### src/rtl/mod_n_down_counter.sv
// ---------------------------------------------------------------------------
// mod_n_down_counter
//
// Synchronous modulo-N down counter. Counts N-1, N-2, ... 0 and then wraps
// back to N-1. The terminal-count/borrow output lets several instances be
// chained into multi-digit down counters and countdown timers: drive the
// enable of stage k+1 from the tc of stage k.
//
// Optional feature macro: MODN_DOWN_LOAD_EN
//   defined   -> load_i/din_i ports exist; a parallel load (clamped to N-1)
//                takes priority over counting.
//   undefined -> only reset, count enable and hold exist.
//
// Parameters:
//   N  modulus, legal range 2..256
//   W  count width, 2**W must be >= N (not checked here)
//
// Ports:
//   clk_i    clock, all state changes on the rising edge
//   rst_i    synchronous active-high reset, count <- N-1
//   en_i     count enable, decrement by one per enabled cycle
//   load_i   parallel load strobe          (MODN_DOWN_LOAD_EN only)
//   din_i    parallel load value, W bits   (MODN_DOWN_LOAD_EN only)
//   count_o  current count, registered
//   tc_o     terminal count / borrow, combinational: en_i & (count == 0)
// ---------------------------------------------------------------------------
module mod_n_down_counter #(
  parameter int N = 7,
  parameter int W = 3
) (
  input  logic         clk_i,
  input  logic         rst_i,
  input  logic         en_i,
`ifdef MODN_DOWN_LOAD_EN
  input  logic         load_i,
  input  logic [W-1:0] din_i,
`endif
  output logic [W-1:0] count_o,
  output logic         tc_o
);

  localparam logic [W-1:0] MaxVal = W'(N - 1);

  logic [W-1:0] count_q;
  logic [W-1:0] count_d;
  logic [W-1:0] toggle;
  logic         atZero;

  // The borrow is purely combinational so a cascaded stage sees it in the
  // same cycle and decrements on the same edge as the wrapping stage.
  assign atZero  = (count_q == '0);
  assign tc_o    = en_i & atZero;
  assign count_o = count_q;

  // T-flip-flop toggle chain for decrementing: bit 0 toggles on every
  // enabled cycle, bit i toggles when every lower bit is already zero
  // (that is exactly when a borrow ripples up to it). A running AND is
  // kept in a block-local variable so the chain has no self-feedback.
  always_comb begin
    logic runZero;
    toggle  = '0;
    runZero = en_i;
    for (int i = 0; i < W; i++) begin
      toggle[i] = runZero;
      runZero   = runZero & ~count_q[i];
    end
  end

  // Next-state selection. Wrap replaces the toggle path with a direct
  // write of N-1 because the plain decrement of zero would go to all-ones,
  // which is outside the modulus for any N that is not a power of two.
  // A load, when present, overrides both and clamps out-of-range values
  // rather than letting them wrap.
  always_comb begin
    count_d = count_q;
    if (tc_o) begin
      count_d = MaxVal;
    end else begin
      count_d = count_q ^ toggle;
    end
`ifdef MODN_DOWN_LOAD_EN
    if (load_i) begin
      count_d = (din_i > MaxVal) ? MaxVal : din_i;
    end
`endif
  end

  // State register with synchronous reset, which beats load and enable.
  always_ff @(posedge clk_i) begin
    if (rst_i) begin
      count_q <= MaxVal;
    end else begin
      count_q <= count_d;
    end
  end

endmodule

### config.mk
export PLATFORM = sky130hd
export DESIGN_NAME = mod_n_down_counter
export DESIGN_NICKNAME = d
export VERILOG_FILES = /design/src/rtl/mod_n_down_counter.sv
export SDC_FILE = /design/constraint.sdc
export NUM_CORES = 1
export LEC_CHECK = 0
export CORE_AREA = 2 2 39 41
export DETAILED_ROUTE_END_ITERATION = 10
export DIE_AREA = 0 0 41 43
export PLACE_DENSITY = 0.35
export SLEW_MARGIN = 20
export SYNTH_ARGS = -nofsm -noshare
export SYNTH_HDL_FRONTEND = slang
export SYNTH_SLANG_ARGS = --single-unit
### constraint.sdc
create_clock -name clk_i -period 1.2 [get_ports clk_i]
set_input_delay 0.12 -clock clk_i [delete_from_list [all_inputs] [get_ports clk_i]]
set_output_delay 0.12 -clock clk_i [all_outputs]
set_load 0.05 [all_outputs]
### Yosys cells after proc, flatten, opt, wreduce, memory -nomap -nowiden

Index checks and enable logic that the tools add are counted.

| operators by class | value |
|---|---|
| bitwise gates (word level) | 6 |
| reductions and logical operators | 2 |

Operators by type and width:

| operator | count |
|---|---|
| $and A1 B1 Y1 | 3 |
| $logic_not A3 Y1 | 1 |
| $xor A3 B3 Y3 | 1 |
| $not A1 Y1 | 2 |
| $reduce_or A2 Y1 | 1 |

| word-level totals | value |
|---|---|
| register bits | 3 |
| input port bits | 3 |
| output and inout port bits | 4 |
| word-level logic and storage cells | 9 |

### Longest topological paths before layout

| logic depth | value |
|---|---|
| word-level depth | 4 |
| mapped depth | 5 |
| gate-level depth less buffers | 5 |

### Least setup slack after synthesis

Ideal clock, no wire load.

| timing path | value |
|---|---|
| path type | register to register |
| start | register count_q[0] (netlist: count_o[0]) |
| end | register count_q[1] (netlist: count_o[1]) |
| library setup time | 0.127 ns |
| arrival time | 1.529 ns |
| data required time | 1.073 ns |
| path slack | -0.456 ns |
| stages on the path, launching flop included | 5 |
| buffers on the path | 0 |
| clock period less this slack | 1.656 ns |
| path through | dfxtp_1 > inv_1 > ha_1 > ha_1 > or3b_1 |

| between the ends | value |
|---|---|
| longest elaborated chain between the ends | 3 |
| elaborated cells on any way between the ends | 6 |
| classes of those cells | 4 x bitwise; 2 x reduce/logical |

RTL lines:

| item | line | RTL |
|---|---|---|
| start: declaration | 44 | `logic [W-1:0] count_q;` |
| start signal: assignment | 91 | `count_q <= MaxVal;` |
| start signal: assignment | 93 | `count_q <= count_d;` |
| $logic_not A3 Y1 / $not A1 Y1 (equally long branches) | 51, 65 |  |
| $and A1 B1 Y1, on equally long branches | 52, 65 |  |
| $reduce_or A2 Y1 (no line) / $xor A3 B3 Y3 (equally long branches) | -- |  |

Several ways; a longest one is shown, not always the timed one.
A chain may end at the register's enable or synchronous reset.

### Worst setup path in the final report

| timing path | value |
|---|---|
| start | register count_q[0] (netlist: count_o[0]) |
| end | output tc_o |

| between the ends | value |
|---|---|
| longest elaborated chain between the ends | 2 |

RTL lines:

| item | line | RTL |
|---|---|---|
| $logic_not A3 Y1 | 51 | `assign atZero = (count_q == '0);` |
| $and A1 B1 Y1 | 52 | `assign tc_o = en_i & atZero;` |
| end: declaration | 39 | `output logic tc_o` |

Every way passes these cells.

==> run metrics <==
IO Count 7; Congestion Overflow GR 0; deepest clock path buffer count 2; r2r startpoint count_o[0]$_SDFF_PP0_; Seq pwr share 28.3%; final wirelength 421 um; MaxCap Viol Count 0; placed cell count 39; Die Area 1763 sq um; crit path from count_o[0]$_SDFF_PP0_; DRC 0; CP startpoint kind flop; Sw Share 30.03%; FP Rows 14; Wirelength per Cell 9.356 um; Cell variety after synth 8; DP HPWL 297.3 um; Final Max Tran Viols 0; R2R setup slack -0.05 ns; DR iter-0 viols 1; top post-synthesis cells by area dfxtp_1 (38%), ha_1 (16%), nor4b_4 (15%), or3b_1 (11%), nor3_1 (6.4%); reg2reg path depth 4; antenna violations before repair 0; cell area after synthesis 156.4 sq um; Core Footprint 1384 sq um; Fin Setup TNS -0.2180 ns; Leak 0.1576 nW; max reg flops 3; number of diodes 0; crit path capture tc_o; CTS buffer count 3; Synth Area in XOR/XNOR 0%; largest family of logic cells by synthesized area simple AND/OR/NAND/NOR gates; failing checks setup timing; CP max stage cell dfxtp_4; Critical Path RT 1.08 ns; Die Ht 43 um; Post-synth top cells dfxtp_1 (3), ha_1 (2), inv_1 (2), nor3_1 (2), or3b_1 (2); Worst-Skew Late Latency 0.23 ns; GRT Overall Usage 7.229%; skew final 0.003212 ns; Pint 0.0003250 W; global-route wire length before repair 738 um; crit-path max FO 2; top-count cell post-synth dfxtp_1; CP Cell Sequence buf_6 > nor4b_4 > buf_4 > buf_12; P_sw 0.0001395 W; Placer Congestion 0.5893; Clock transition at path regs 0.04 ns; Slew HR 84.49%; final worst slack -0.1666 ns; Mapped Cells 14; H-tree depth 1; Comb pwr share 34.3%; Worst Path Arrival 1.25 ns; DRT Pass-1 Iters 2; Final Cycle Share 113.9%; Via Count 165; pin count of the biggest net entering global routing 5; Mean Syn Cell Area 11.17 sq um; clk root buf clkbuf_4; Area growth syn-to-layout 140.8%; syn_nets 19; Max VDD drop 0.4295 mV; Total Nets Final 35; sequential share of the synthesized area 38.40%; flop and latch count out of synthesis 3; ys async rst share 0%; Reg-to-Reg End count_o[1]$_SDFF_PP1_; pwr/cell area 1233 nW/um^2; max incr delay on CP 0.33 ns; Achievable Freq 0.7317 GHz; Top FF cell, synth dfxtp_1; status finished with violations; CTS tree built; area share of fa/ha/maj cells after synthesis 16.00%; yosys warns 0; layout cell share with drive strength beyond 1 68.97%; multiplexer area fraction after synthesis 0%; Port Buffers 6; number of synthesized flops with an enable pin 0; Die W 41 um; Hold Path Class primary input to flop; worst hold slack 0.5563 ns; simple-gate share of the synthesized area 35.20%; Sink Count 3; Finished Core Util 27.22%; CP Class flop to output port; fin cells 45; via/cell ratio 3.667; Synth area leader dfxtp_1; number of global-route vias before repair 175; Least-Margin Pin Slew 0.2317 ns; final setup fails 2; share of the synthesized area in the top cell type 38.40%; CP endpoint kind output port; unrepaired setup endpoints after global routing true; clock network fraction of total power 37.4%; Tmin final 1.367 ns; antenna-violating nets left 0; Compound-Gate Fraction of Synth Area 5.600%; Fin. Hold Viols 0; starting density of the core 11.30%
==> layer usage <==
| layer | wire, um | global-route usage (%) | up-vias |
|---|---|---|---|
| met2 | 198 | 7.813 | 7 |
| li1 | - | - | 82 |
| met1 | 180 | 8.039 | 76 |
| met4 | 0 | 6.000 | 0 |
| met3 | 42 | 6.806 | 0 |
| met5 | 0 | 0 | - |
==> cells in the final DEF, fill, tap and decap left out, drive strengths merged <==
cell           instances
buf                    9
clkbuf                 4
dfxtp                  3
inv                    2
nor3                   2
clkdlybuf4s50          2
or3b                   2
ha                     2
nor4b                  1
nand2                  1
a2bb2oi                1
==> through the flow <==
| step | instance area (sq um) | power, W | setup WS (ns) |
|---|---|---|---|
| 3_5_place_dp | 307.8 | 0.0002699 | -0.2958 |
| 6_report | 376.6 | 0.0004645 | -0.1666 |
| 4_1_cts | 355.3 | 0.0004661 | -0.1933 |
| 3_3_place_gp | 307.8 | 0.0002710 | -0.3101 |
| 2_1_floorplan | 165.2 | 0.0001949 | -0.1823 |
| 5_1_grt | 376.6 | 0.0005041 | -0.2452 |
==> power groups by stage <==
stage	clock [W]	sequential, W	combinational (W)
2_1_floorplan	0	0.000169	0.0000263
3_3_place_gp	0	0.000132	0.000139
3_5_place_dp	0	0.000132	0.000138
4_1_cts	0.000186	0.000131	0.000148
5_1_grt	0.000199	0.000134	0.000171
6_report	0.000174	0.000132	0.000159
==> worst min-delay path by stage <==
stage	slack [ns]	depth (start not counted)	start	endpoint
2_1_floorplan	0.19	1	rst_i	count_o[0]$_SDFF_PP0_
3_3_place_gp	0.56	3	count_o[0]$_SDFF_PP0_	count_o[0]$_SDFF_PP0_
5_1_grt	0.55	2	rst_i	count_o[0]$_SDFF_PP0_
3_5_place_dp	0.56	3	count_o[0]$_SDFF_PP0_	count_o[0]$_SDFF_PP0_
6_report	0.56	2	rst_i	count_o[0]$_SDFF_PP0_
4_1_cts	0.53	2	rst_i	count_o[0]$_SDFF_PP0_
==> worst max-delay path, delay by kind of cell (launching register included) <==
kind          cells  cell delay (ns)
simple gates      1             0.28
flops             1             0.33
buf+inv           3             0.40
==> final cells by class <==
class,instances,area [sq um]
fillers,149,1007
repair buffers,11,141.4
multi-input cells,9,112.6
flip-flops and latches,3,68.82
clock buffers,4,26.28
well taps,16,20.02
inverters,2,7.507
==> cell families (layout without fill, tap and decap cells) <==
family | Yosys count | count (layout)
simple gates | 6 | 6
flops | 3 | 3
fa+ha+maj | 2 | 2
buf+inv | 2 | 17
compound gates | 1 | 1
==> repair_timing <==
action	CTS	global route
hold buffers	0	0
gates resized for setup	2	3
hold endpoints to repair	0	0
setup endpoints to repair	2	3
pin swaps	1	3
buffers inserted	2	0
(Power assumes the default switching activity.)
